===== config.mk =====
export PLATFORM = sky130hd
export DESIGN_NAME = ps2_mouse_decoder
export DESIGN_NICKNAME = d
export VERILOG_FILES = /design/src/rtl/ps2_mouse_decoder.sv
export SDC_FILE = /design/constraint.sdc
export NUM_CORES = 1
export LEC_CHECK = 0
export ABC_AREA = 1
export BUFFER_PORTS_ARGS = -buffer_cell sky130_fd_sc_hd__buf_2
export CELL_PAD_IN_SITES_DETAIL_PLACEMENT = 2
export CELL_PAD_IN_SITES_GLOBAL_PLACEMENT = 2
export CORE_ASPECT_RATIO = 2
export CORE_MARGIN = 2
export CORE_UTILIZATION = 35
export DETAILED_ROUTE_END_ITERATION = 10
export PLACE_DENSITY_LB_ADDON = 0.05
export SKIP_LAST_GASP = 1
export SLEW_MARGIN = 20
export SYNTH_ARGS = -nofsm -noshare
export SYNTH_HDL_FRONTEND = slang
export SYNTH_SLANG_ARGS = --single-unit

===== constraint.sdc =====
create_clock -name clk -period 3 [get_ports clk]
set_clock_uncertainty 0.05 [all_clocks]
set_input_delay 0.3 -clock clk [delete_from_list [all_inputs] [get_ports clk]]
set_output_delay 0.3 -clock clk [all_outputs]
set_load 0.05 [all_outputs]

===== src/rtl/ps2_mouse_decoder.sv =====
// PS/2 mouse receiver: synchronizes the raw PS/2 lines, decodes 11-bit
// device-to-host frames, assembles 3-byte movement packets and accumulates
// saturating 8-bit cursor positions whose upper nibbles drive the game.
module ps2_mouse_decoder #(
    parameter int unsigned TIMEOUT_CYCLES = 25000,
    parameter int unsigned DELTA_SHIFT    = 0
) (
    input  logic       clk,
    input  logic       rst_n,
    input  logic       ps2_clk_in,
    input  logic       ps2_data_in,
    output logic [3:0] mouse_x,
    output logic [3:0] mouse_y,
    output logic       btn_left,
    output logic       btn_right,
    output logic       packet_valid,
    output logic       frame_error
);

    localparam int unsigned CNT_W = $clog2(TIMEOUT_CYCLES + 1);

    typedef enum logic [1:0] {S_IDLE, S_DATA, S_PARITY, S_STOP} state_t;

    state_t             state, state_next;
    logic [2:0]         clk_sync;
    logic [1:0]         data_sync;
    logic               fall;
    logic               bit_in;
    logic [2:0]         bit_cnt;
    logic [7:0]         shift_reg;
    logic               parity_ok;
    logic               byte_ok;
    logic               stop_err;
    logic [1:0]         idx;
    logic               st_left, st_right, st_xs, st_ys, st_xo, st_yo;
    logic [7:0]         dx_byte;
    logic [7:0]         pos_x, pos_y;
    logic [7:0]         pos_x_new, pos_y_new;
    logic [CNT_W-1:0]   tmo_cnt;
    logic               active;
    logic               timeout_hit;
    logic signed [8:0]  dx9, dy9;
    logic [9:0]         sum_x, sum_y;

    // Clamp a 10-bit two's complement sum into the range [0, 255].
    function automatic logic [7:0] clamp8(input logic [9:0] s);
        if (s[9])
            return 8'h00;
        else if (s[8])
            return 8'hFF;
        else
            return s[7:0];
    endfunction

    assign fall   = clk_sync[2] & ~clk_sync[1];
    assign bit_in = data_sync[1];
    assign active = (state != S_IDLE) || (idx != 2'd0);
    // A falling edge in the same cycle as expiry wins: no timeout is raised.
    assign timeout_hit = active && !fall && (tmo_cnt == CNT_W'(TIMEOUT_CYCLES - 1));

    // Two-flop synchronizers plus one extra clock stage for edge detection.
    always_ff @(posedge clk or negedge rst_n) begin
        if (!rst_n) begin
            clk_sync  <= '1;
            data_sync <= '1;
        end else begin
            clk_sync  <= {clk_sync[1:0], ps2_clk_in};
            data_sync <= {data_sync[0], ps2_data_in};
        end
    end

    // Inactivity counter: cleared by every PS/2 edge, runs only mid-frame/packet.
    always_ff @(posedge clk or negedge rst_n) begin
        if (!rst_n)
            tmo_cnt <= '0;
        else if (fall || !active || timeout_hit)
            tmo_cnt <= '0;
        else
            tmo_cnt <= tmo_cnt + 1'b1;
    end

    // Frame FSM state register.
    always_ff @(posedge clk or negedge rst_n) begin
        if (!rst_n)
            state <= S_IDLE;
        else
            state <= state_next;
    end

    // Frame FSM next-state logic, advanced by PS/2 falling edges.
    always_comb begin
        state_next = state;
        if (timeout_hit) begin
            state_next = S_IDLE;
        end else if (fall) begin
            case (state)
                S_IDLE:   if (!bit_in) state_next = S_DATA;
                S_DATA:   if (bit_cnt == 3'd7) state_next = S_PARITY;
                S_PARITY: state_next = S_STOP;
                S_STOP:   state_next = S_IDLE;
                default:  state_next = S_IDLE;
            endcase
        end
    end

    // Frame FSM outputs: byte accepted or frame rejected at the stop bit.
    always_comb begin
        byte_ok  = 1'b0;
        stop_err = 1'b0;
        if (fall && state == S_STOP) begin
            byte_ok  = parity_ok && bit_in;
            stop_err = !(parity_ok && bit_in);
        end
    end

    // Serial shift register, bit counter and odd-parity check.
    always_ff @(posedge clk or negedge rst_n) begin
        if (!rst_n) begin
            bit_cnt   <= '0;
            shift_reg <= '0;
            parity_ok <= 1'b0;
        end else if (fall) begin
            case (state)
                S_IDLE: bit_cnt <= '0;
                S_DATA: begin
                    shift_reg <= {bit_in, shift_reg[7:1]};
                    bit_cnt   <= bit_cnt + 1'b1;
                end
                S_PARITY: parity_ok <= ^{shift_reg, bit_in};
                default: ;
            endcase
        end
    end

    // Position arithmetic for the packet completed by the byte now in shift_reg.
    always_comb begin
        dx9       = st_xo ? 9'sd0 : $signed({st_xs, dx_byte});
        dy9       = st_yo ? 9'sd0 : $signed({st_ys, shift_reg});
        dx9       = dx9 >>> DELTA_SHIFT;
        dy9       = dy9 >>> DELTA_SHIFT;
        sum_x     = {2'b00, pos_x} + {dx9[8], dx9};
        sum_y     = {2'b00, pos_y} - {dy9[8], dy9};
        pos_x_new = clamp8(sum_x);
        pos_y_new = clamp8(sum_y);
    end

    // Packet assembly, position/button update and the one-cycle pulses.
    always_ff @(posedge clk or negedge rst_n) begin
        if (!rst_n) begin
            idx          <= '0;
            st_left      <= 1'b0;
            st_right     <= 1'b0;
            st_xs        <= 1'b0;
            st_ys        <= 1'b0;
            st_xo        <= 1'b0;
            st_yo        <= 1'b0;
            dx_byte      <= '0;
            pos_x        <= 8'h80;
            pos_y        <= 8'h80;
            btn_left     <= 1'b0;
            btn_right    <= 1'b0;
            packet_valid <= 1'b0;
            frame_error  <= 1'b0;
        end else begin
            packet_valid <= 1'b0;
            frame_error  <= stop_err | timeout_hit;
            if (stop_err || timeout_hit) begin
                idx <= '0;
            end else if (byte_ok) begin
                case (idx)
                    2'd0: begin
                        if (shift_reg[3]) begin
                            st_left  <= shift_reg[0];
                            st_right <= shift_reg[1];
                            st_xs    <= shift_reg[4];
                            st_ys    <= shift_reg[5];
                            st_xo    <= shift_reg[6];
                            st_yo    <= shift_reg[7];
                            idx      <= 2'd1;
                        end
                    end
                    2'd1: begin
                        dx_byte <= shift_reg;
                        idx     <= 2'd2;
                    end
                    2'd2: begin
                        pos_x        <= pos_x_new;
                        pos_y        <= pos_y_new;
                        btn_left     <= st_left;
                        btn_right    <= st_right;
                        packet_valid <= 1'b1;
                        idx          <= 2'd0;
                    end
                    default: idx <= '0;
                endcase
            end
        end
    end

    assign mouse_x = pos_x[7:4];
    assign mouse_y = pos_y[7:4];

endmodule

* Word level (Yosys, flattened, before mapping)
Index checks and enable logic that the tools add are counted.
** Storage, ports and cells
- Bits in registers :: 70
- Bits in latches :: 0
- Memory bits (writable) :: 0
- Memory bits (read-only) :: 0
- Word-level logic and storage cells :: 88
- Memories kept :: 0
** Cells by class
- Add/sub/neg operators :: 4
- Multiply operators :: 0
- Divide/modulo/power cells :: 0
- Order comparisons :: 0
- Equality and inequality tests :: 10
- Shifts and indexed selects :: 0
- Multiplexer cells :: 22
- Bitwise gates (word level) :: 4
- Reductions and logical operators :: 27
** Operators by type and width (count)
- $mux 8 :: 4
- $mux 9 :: 2
- $add 15x1->15 const B :: 1
- $eq 15x15->1 const B :: 1
- $mux 15 :: 1
- $mux 2 :: 7
- $add 9x9->10 :: 1
- $reduce_bool 2->1 :: 5
- $sub 9x9->10 :: 1
- $ne 3x3->1 const B :: 3
- $reduce_and 3->1 :: 3
- $reduce_xor 9->1 :: 1
- $pmux 2 s4 :: 1
- $reduce_and 2->1 :: 4
- $eq 2x2->1 const B :: 3
- $pmux 3 s2 :: 1
- $mux 1 :: 5
- $eq 2x1->1 const B :: 2
- $logic_and 1x1->1 :: 4
- $logic_not 2->1 :: 2
- $logic_or 1x1->1 :: 4
- $pmux 2 s2 :: 1
- $reduce_and 4->1 :: 1
- $add 3x1->3 const B :: 1
- 5 further kinds :: 8

* Longest topological paths before layout
Gate-level depths: netlist of the first run.
- Depth in word-level cells :: 8
- Depth in mapped cells :: 14

* Worst setup path before layout of the first run
OpenSTA, ideal clock, no wires.
- Path kind :: flip-flop to flip-flop
- From :: reg st_xo
- To :: reg pos_x[5]
- Setup time :: 116 ps
- Data arrival time :: 1895 ps
- Required time :: 2834 ps
- Path slack :: 938 ps
- Stages on the path, launching flop included :: 13
- Buffers on the path :: 1
- Clock period less this slack :: 2062 ps
- Path through :: dfrtp_1 > clkbuf_1 > nor2_1 > ha_1 > fa_1 > nand3_1 > nand2_1 > nand2_1 > nand3_1 > nand2_1 > nand2_1 > nand2_1 > nand2_1
** On the way
- Longest elaborated chain between the ends :: 4
** RTL lines
- start, declared :: RTL line 35 : logic st_left, st_right, st_xs, st_ys, st_xo, st_yo;
- start signal, assigned :: RTL line 177 : st_xo <= shift_reg[6];
- $mux 9 * :: RTL line 137 : dx9 = st_xo ? 9'sd0 : $signed({st_xs, dx_byte});
- $add 9x9->10 * :: RTL line 141 : sum_x = {2'b00, pos_x} + {dx9[8], dx9};
- $mux 8 :: RTL line 49 : else if (s[8])
- $mux 8 * :: RTL line 47 : if (s[9])
- end signal, assigned :: RTL line 187 : pos_x <= pos_x_new;
- end, declared :: RTL line 37 : logic [7:0] pos_x, pos_y;
Every way passes the cells marked *; elsewhere a longest branch is shown, timed or not.
A chain may end at the register's enable or synchronous reset.

* Worst setup path after layout of the first run
- From :: reg shift_reg[0]
- To :: reg pos_y[4]
** On the way
- Longest elaborated chain between the ends :: 4
** RTL lines
- start, declared :: RTL line 30 : logic [7:0] shift_reg;
- start signal, assigned :: RTL line 126 : shift_reg <= {bit_in, shift_reg[7:1]};
- $mux 9 * :: RTL line 138 : dy9 = st_yo ? 9'sd0 : $signed({st_ys, shift_reg});
- $sub 9x9->10 * :: RTL line 142 : sum_y = {2'b00, pos_y} - {dy9[8], dy9};
- $mux 8 :: RTL line 49
- $mux 8 * :: RTL line 47
- end signal, assigned :: RTL line 188 : pos_y <= pos_y_new;
- end, declared :: RTL line 37
Marks and branches as above.

==> insert_results.sql, run 1 <==
INSERT INTO impl_metrics (metric_group, metric, value, unit) VALUES
('detailed_routing', 'ant_nets', '0', ''),
('final_layout', 'registers.top_by_ff_count', 'tmo_cnt', ''),
('setup_path', 'critPathArrivalTime', '2.57', 'ns'),
('clock_network', 'clockRootBuffer', 'sky130_fd_sc_hd__clkbuf_16', ''),
('final_layout', 'fin_nets', '613', ''),
('yosys', 'synth_cell_type_count', '28', ''),
('final_layout', 'number_of_flip_flops_in_the_largest_register', '15', ''),
('setup_path', 'startpoint_type', 'flop', ''),
('clock_network', 'cts_buffers', '9', ''),
('detailed_routing', 'num_vias', '3680', ''),
('global_route', 'gr-usage-all-layers', '20.81', '%'),
('place', 'hpwlAfterDp', '9.480', 'mm'),
('detailed_routing', 'postRouteWirelength', '12.32', 'mm'),
('final_layout', 'area.growth.synth_to_final', '12.03', '%'),
('yosys', 'share_of_synthesized_area_occupied_by_flip_flops_and_latches', '41.69', '%'),
('detailed_routing', 'drt-vias-per-instance', '5.020', ''),
('global_route', 'grt_pass1_wl', '20.60', 'mm'),
('yosys', 'post_synth.cell_area_avg', '7.370', 'sq um'),
('sta', 'post-route-period-util', '79.91', '%'),
('global_route', 'grt.overflow.total', '0', ''),
('sta', 'setup_total_negative_slack', '0', 'ns'),
('clock_network', 'cts_hold_buf', '0', ''),
('clock_network', 'cts_htree_levels', '3', ''),
('yosys', 'synth_largest_area_cell', 'sky130_fd_sc_hd__dfrtp_1', ''),
('worst_hold_path', 'hold_path.class', 'input pin to flop', ''),
('yosys', 'dominantRegCellSynth', 'sky130_fd_sc_hd__dfrtp_1', ''),
('yosys', 'ys.warnings.count', '0', ''),
('yosys', 'syn_area', '4223', 'sq um'),
('pwr', 'cellPowerDensity', '787.2', 'nW/um^2'),
('global_route', 'globalRoute.busiestLayer', 'met2', ''),
('global_route', 'grt.met3_usage', '3.061', '%'),
('final_layout', 'post-route-util', '40.19', '%'),
('setup_path', 'cp_required', '3.18', 'ns'),
('sta', 'timing.max_slew.rel_slack', '35.63', '%'),
('die', 'fp.coreArea', '11770', 'sq um'),
('die', 'fp.dieW', '81.67', 'um'),
('yosys', 'synth_top_cell_area_share', '37.33', '%'),
('die', 'starting_utilization_of_the_core_area', '35.87', '%'),
('place', 'place.port_buffers', '15', ''),
('job', 'drv.max_cap_violation_count', '0', ''),
('yosys', 'ys_async_sr_fraction', '100.0', '%'),
('detailed_routing', 'drcViolationCount', '0', ''),
('setup_path', 'timing.critical_path.to_type', 'flop', ''),
('yosys', 'gate_count_after_technology_mapping', '573', ''),
('clock_network', 'ctsResizeCount', '0', ''),
('clock_network', 'cts_tree', 'done', ''),
('final_layout', 'post_route_cells_drive_above_1_share', '7.823', '%'),
('die', 'ios', '16', ''),
('place', 'gp_congestion', '0.7887', ''),
('die', 'die_y', '159.3', 'um'),
('sta', 'timing.final.max_slew_violations', '0', ''),
('detailed_routing', 'drt-pass1-iter-count', '4', ''),
('outcome', 'outcome', 'finished, final reports clean', ''),
('sta', 'tightest_slew', '0.9656', 'ns'),
('global_route', 'antenna_found_initial', '0', ''),
('sta', 'final_hold_viol_count', '0', ''),
('clock_network', 'max-clock-path-buffers', '2', ''),
('setup_path', 'timing.setup.critical_path_class', 'flop to flop', ''),
('pwr', 'power_leakage', '2.568', 'nW'),
('die', 'placement_rows', '56', ''),
('setup_path', 'worst_path_fanout_max', '8', ''),
('clock_network', 'cts.sink_count', '70', ''),
('sta', 'rsz_0062_raised_after_global_routing', 'false', ''),
('yosys', 'synth_enable_flop_cells', '0', ''),
('detailed_routing', 'route.detailed.wl_per_inst', '16.80', 'um'),
('sta', 'max_clock_freq', '417.1', 'MHz'),
('global_route', 'use_met2', '42.62', '%'),
('yosys', 'synth_top_cells_by_area', 'sky130_fd_sc_hd__dfrtp_1, sky130_fd_sc_hd__nand2_1, sky130_fd_sc_hd__inv_1, sky130_fd_sc_hd__ha_1, sky130_fd_sc_hd__dfstp_2', ''),
('die', 'floorplan.die_area', '13010', 'sq um'),
('yosys', 'synth_nets', '603', ''),
('sta', 'setup_viol', '0', '');
## kinds of logic after synthesis
logic type | count (synthesis) | share of synthesized area [%]
AOI/OAI and AO/OA | 46 | 6.044
xor gates and xnor gates | 10 | 2.074
adders and majority gates | 26 | 8.059
buffers and inverters | 100 | 10.37
DFF | 70 | 41.69
and+or+nand+nor | 321 | 31.76
## critical path, cell delays in order (launching register included)
cell and delay, ns:
sky130_fd_sc_hd__dfrtp_1 0.41, sky130_fd_sc_hd__inv_1 0.22, sky130_fd_sc_hd__nor2_1 0.07, sky130_fd_sc_hd__ha_1 0.22
sky130_fd_sc_hd__fa_1 0.43, sky130_fd_sc_hd__inv_1 0.10, sky130_fd_sc_hd__nand3_1 0.07, sky130_fd_sc_hd__nand2_1 0.11
sky130_fd_sc_hd__nand2_1 0.08, sky130_fd_sc_hd__nand2_1 0.06, sky130_fd_sc_hd__nand2_1 0.05, sky130_fd_sc_hd__nand2_1 0.21
sky130_fd_sc_hd__nand2_1 0.09, sky130_fd_sc_hd__nand2_1 0.08, sky130_fd_sc_hd__nand2_1 0.05
## layer usage
layer  wire length, um  part of all wire [%]
met5                 0                     0
met4               268                   2.2
met3               163                   1.3
met2              7679                    62
met1              4207                    34
## worst paths after layout
| kind | from | endpoint | slack (ns) | depth (start not counted) |
|---|---|---|---|---|
| hold / removal | ps2_clk_in | clk_sync[0] | 0.01 | 1 |
| hold reg to reg | data_sync[0] | data_sync[1] | 0.31 | 0 |
| setup / recovery | shift_reg[0] | pos_y[4] | 0.60 | 14 |
| setup reg to reg | shift_reg[0] | pos_y[4] | 0.60 | 14 |
| min in group asynchronous | rst_n | pos_y[6] | 0.03 | 1 |
| max in group asynchronous | rst_n | tmo_cnt[6] | 2.19 | 1 |
## placed cells by master (no fill, tap or decap), drive strengths merged
| cell type | n |
|---|---|
| ha | 24 |
| clkbuf | 11 |
| xnor2 | 6 |
| o211ai | 1 |
| o21ai | 34 |
| buf | 15 |
| nand2 | 216 |
| a21oi | 11 |
| nor2 | 49 |
| bufinv | 4 |
| xor2 | 4 |
| inv | 85 |
| or2 | 3 |
| fa | 2 |
| nand4 | 7 |
| dfstp | 7 |
| nor3 | 12 |
| nor3b | 2 |
| nand3 | 28 |
| nand3b | 4 |
| dfrtp | 63 |
## report_power, final
part	switching, mW	leakage [nW]	total (mW)	internal, mW
Combinational	0.819	1.45	1.21	0.389
Sequential	0.125	0.939	1.18	1.05
Clock	0.415	0.180	1.34	0.923
## cell type report
class,instances,area (sq um)
inverters,84,315.3
flip-flops and latches,70,1760
well taps,145,181.4
repair buffers,15,77.57
multi-input cells,403,2024
clock buffers,11,242.7
fillers,1415,7041
clock inverters,5,128.9
## metrics by stage
stage	setup WS, ns	total power, mW	instances	hold WS (ns)	instance area, sq um
floorplan	0.9382	2.050	573	-0.04559	4223
global route	0.3718	4.012	733	0.001223	4731
CTS	0.5790	3.798	733	0.0003567	4731
detailed placement	0.6189	2.422	717	0.2981	4359
global placement	0.6873	2.340	717	0.2962	4359
finish	0.6028	3.724	733	0.01191	4731
Power figures use the tool's default switching activity.
==> run 2: changes to the inputs <==
==> constraint.sdc (replaced) <==
create_clock -name clk -period 2.3 [get_ports clk]
set_clock_uncertainty 0.05 [all_clocks]
set_input_delay 0.23 -clock clk [delete_from_list [all_inputs] [get_ports clk]]
set_output_delay 0.23 -clock clk [all_outputs]
set_load 0.05 [all_outputs]
==> run 2 against run 1 <==
  * Die area is the same
  * Sequential power grew 29%
  * Worst setup slack lost 0.43 ns
  * Via count grew 0.30%
  * Count of clock-buffer cells in the layout shrank 2
  * Critical path depth shrank 3
  * Non-clock buffer count grew 13
  * Wire length grew 0.71%
  * Maximum frequency grew 13%
  * Clock power grew 6%
  * Register-to-register slack lost 0.43 ns
  * Utilization grew 0.55 points
  * Critical path type unchanged
==> insert_results.sql, run 2 (synthesized netlist as in run 1, its figures left out) <==
INSERT INTO impl_metrics (metric_group, metric, value, unit) VALUES
('setup_path', 'startpoint_type', 'flop', ''),
('detailed_routing', 'ant_nets', '0', ''),
('global_route', 'largest_net_degree_at_the_start_of_global_routing', '37', ''),
('place', 'place.port_buffers', '15', ''),
('setup_path', 'reg2reg_to', 'pos_x[6]', ''),
('die', 'die_y', '159.3', 'um'),
('detailed_routing', 'drt-pass1-iter-count', '4', ''),
('clock_network', 'max-clock-path-buffers', '2', ''),
('final_layout', 'registers.top_by_ff_count', 'tmo_cnt', ''),
('global_route', 'gr-usage-all-layers', '21.16', '%'),
('place', 'place_inst', '727', ''),
('detailed_routing', 'postRouteWirelength', '12.41', 'mm'),
('sta', 'timing.max_slew.rel_slack', '62.10', '%'),
('setup_path', 'r2r_setup_slk', '0.17', 'ns'),
('clock_network', 'clockRootBuffer', 'sky130_fd_sc_hd__clkbuf_16', ''),
('die', 'starting_utilization_of_the_core_area', '35.87', '%'),
('final_layout', 'number_of_flip_flops_in_the_largest_register', '15', ''),
('final_layout', 'final_cell_count_no_fill', '746', ''),
('final_layout', 'fillCellCount', '1434', ''),
('pwr', 'cellPowerDensity', '956.3', 'nW/um^2'),
('sta', 'max_clock_freq', '470.0', 'MHz'),
('die', 'fp.coreArea', '11770', 'sq um'),
('final_layout', 'seqCellArea', '1760', 'sq um'),
('setup_path', 'crit_slowest_cell', 'sky130_fd_sc_hd__dfrtp_1', ''),
('global_route', 'grt_pass1_wl', '20.94', 'mm'),
('global_route', 'antenna_found_initial', '0', ''),
('clock_network', 'cts_tree', 'done', ''),
('sta', 'timing.final.max_slew_violations', '0', ''),
('global_route', 'grt.overflow.total', '0', ''),
('sta', 'worst_hold_slack', '0.3097', 'ns'),
('detailed_routing', 'drt-vias-per-instance', '4.948', ''),
('sta', 'post-route-period-util', '92.51', '%'),
('worst_hold_path', 'worstHoldPathCells', '0', ''),
('detailed_routing', 'num_vias', '3691', ''),
('setup_path', 'regToRegStartpoint', 'st_xo', ''),
('die', 'fp.dieW', '81.67', 'um'),
('setup_path', 'cpPeakStageDelay', '0.43', 'ns'),
('final_layout', 'most-common-layout-cells', 'sky130_fd_sc_hd__nand2_1, sky130_fd_sc_hd__inv_1, sky130_fd_sc_hd__dfrtp_1', ''),
('die', 'placement_rows', '56', ''),
('setup_path', 'cpMostUsedCell', 'sky130_fd_sc_hd__nand2_1', ''),
('setup_path', 'timing.critical_path.to_type', 'flop', ''),
('final_layout', 'n_antenna_cell', '0', ''),
('clock_network', 'cts_buffers', '9', ''),
('setup_path', 'critPathArrivalTime', '2.35', 'ns'),
('setup_path', 'worst_path_fanout_max', '8', ''),
('final_layout', 'fin_nets', '626', ''),
('final_layout', 'mostFrequentLayoutCell', 'sky130_fd_sc_hd__nand2_1', ''),
('place', 'hpwlAfterDp', '9.786', 'mm'),
('final_layout', 'area.growth.synth_to_final', '13.57', '%'),
('global_route', 'grt_pass1_vias', '4277', ''),
('sta', 'final_hold_viol_count', '0', ''),
('sta', 'setup_viol', '0', ''),
('die', 'floorplan.die_area', '13010', 'sq um'),
('clock_network', 'clk_pin_slew_worst_paths', '0.07', 'ns'),
('final_layout', 'finish.instance_area', '4796', 'sq um'),
('detailed_routing', 'drcViolationCount', '0', ''),
('job', 'drv.max_cap_violation_count', '0', ''),
('sta', 'tightest_slew', '0.5672', 'ns'),
('worst_hold_path', 'holdPathEnd', 'data_sync[1]', ''),
('setup_path', 'cp_required', '2.53', 'ns'),
('pwr', 'vdd.ir_drop.worst', '0.4222', 'mV'),
('detailed_routing', 'route.detailed.wl_per_inst', '16.63', 'um'),
('final_layout', 'post_route_cells_drive_above_1_share', '10.48', '%'),
('die', 'ios', '16', ''),
('setup_path', 'worstRegToRegCells', '11', ''),
('sta', 'period_needed', '2.128', 'ns'),
('final_layout', 'area_taken_by_multi_input_logic_gates', '2042', 'sq um'),
('sta', 'setup_total_negative_slack', '0', 'ns'),
('sta', 'rsz_0062_raised_after_global_routing', 'false', ''),
('worst_hold_path', 'hold_path.class', 'flop to flop', ''),
('clock_network', 'cts.sink_count', '70', ''),
('place', 'post_dp_cell_area', '4447', 'sq um'),
('clock_network', 'post-cts-setup-buffers', '0', ''),
('setup_path', 'cpLargestDelayFamily', 'simple AND/OR/NAND/NOR gates', ''),
('setup_path', 'path_cells', 'buf_6, nor2_1, ha_1, nand2_2, nor2_1, nand3_1, nand2_1, nand2_2, a21oi_4, nand2_1, nand2_1', ''),
('clock_network', 'worstSkewPairLatency', '0.34', 'ns'),
('setup_path', 'critical_path_buffer_and_inverter_count', '1', ''),
('setup_path', 'timing.setup.critical_path_class', 'flop to flop', ''),
('outcome', 'outcome', 'finished, final reports clean', ''),
('pwr', 'power_leakage', '2.598', 'nW'),
('pwr', 'p_total', '4.586', 'mW'),
('worst_hold_path', 'timing.hold.worst.start', 'data_sync[0]', ''),
('detailed_routing', 'detail_route.iter0.violations', '78', ''),
('place', 'gp_congestion', '0.8075', ''),
('clock_network', 'cts_htree_levels', '3', '');
## run 2: report_power, final
part	internal, mW	switching (mW)	total, mW
Clock	0.841	0.576	1.42
Sequential	1.37	0.144	1.52
Combinational	0.544	1.11	1.65
## run 2: stage by stage
step	utilization, %	setup WS [ns]
5_1_grt	40.74	0.001717
2_1_floorplan	-	0.2382
4_1_cts	40.56	0.07992
3_5_place_dp	37.78	0.09906
3_3_place_gp	37.78	0.1954
6_report	40.74	0.1722
## run 2: worst max path at each step
stage	start	endpoint	slack (ns)	cells past startpoint
final	st_xo	pos_x[6]	0.17	11
after global placement	st_xo	pos_x[4]	0.20	11
after global routing	st_yo	pos_y[7]	0.002	11
after detailed placement	st_xo	pos_x[5]	0.1	11
after CTS	shift_reg[0]	pos_y[2]	0.08	14
after floorplan	st_xo	pos_x[5]	0.24	12
## run 2: layout make-up
type                            count  area share, %
Clock buffer                        9          4.696
Clock inverter                      7          1.513
Inverter                           84          6.574
Multi-Input combinational cell    403          42.58
Sequential cell                    70          36.71
Tap cell                          145          3.783
Timing Repair Buffer               28          4.148
## run 2: routing by layer
metal  track usage [%]  part of all wire, %  vias up
met2             41.73                   60       32
li1                  -                    -     1808
met1             20.60                   35     1831
met3             3.118                  1.5       20
met5                 0                    0        -
met4             8.485                  3.4        0
## run 2: what timing repair did
action,in CTS,in global routing
gates resized for setup,0,8
endpoints found under the hold margin,36,0
hold buffers,3,0
endpoints found under the setup margin,0,15
## run 2: worst register-to-register path, delay by kind of cell, from the launching register on
kind	cells	cell delay (ns)
adder cells (fa/ha/maj)	1	0.38
AND/OR/NAND/NOR	8	0.78
AO/OA/AOI/OAI	1	0.29
buffers and inverters	1	0.15
flip-flops	1	0.43
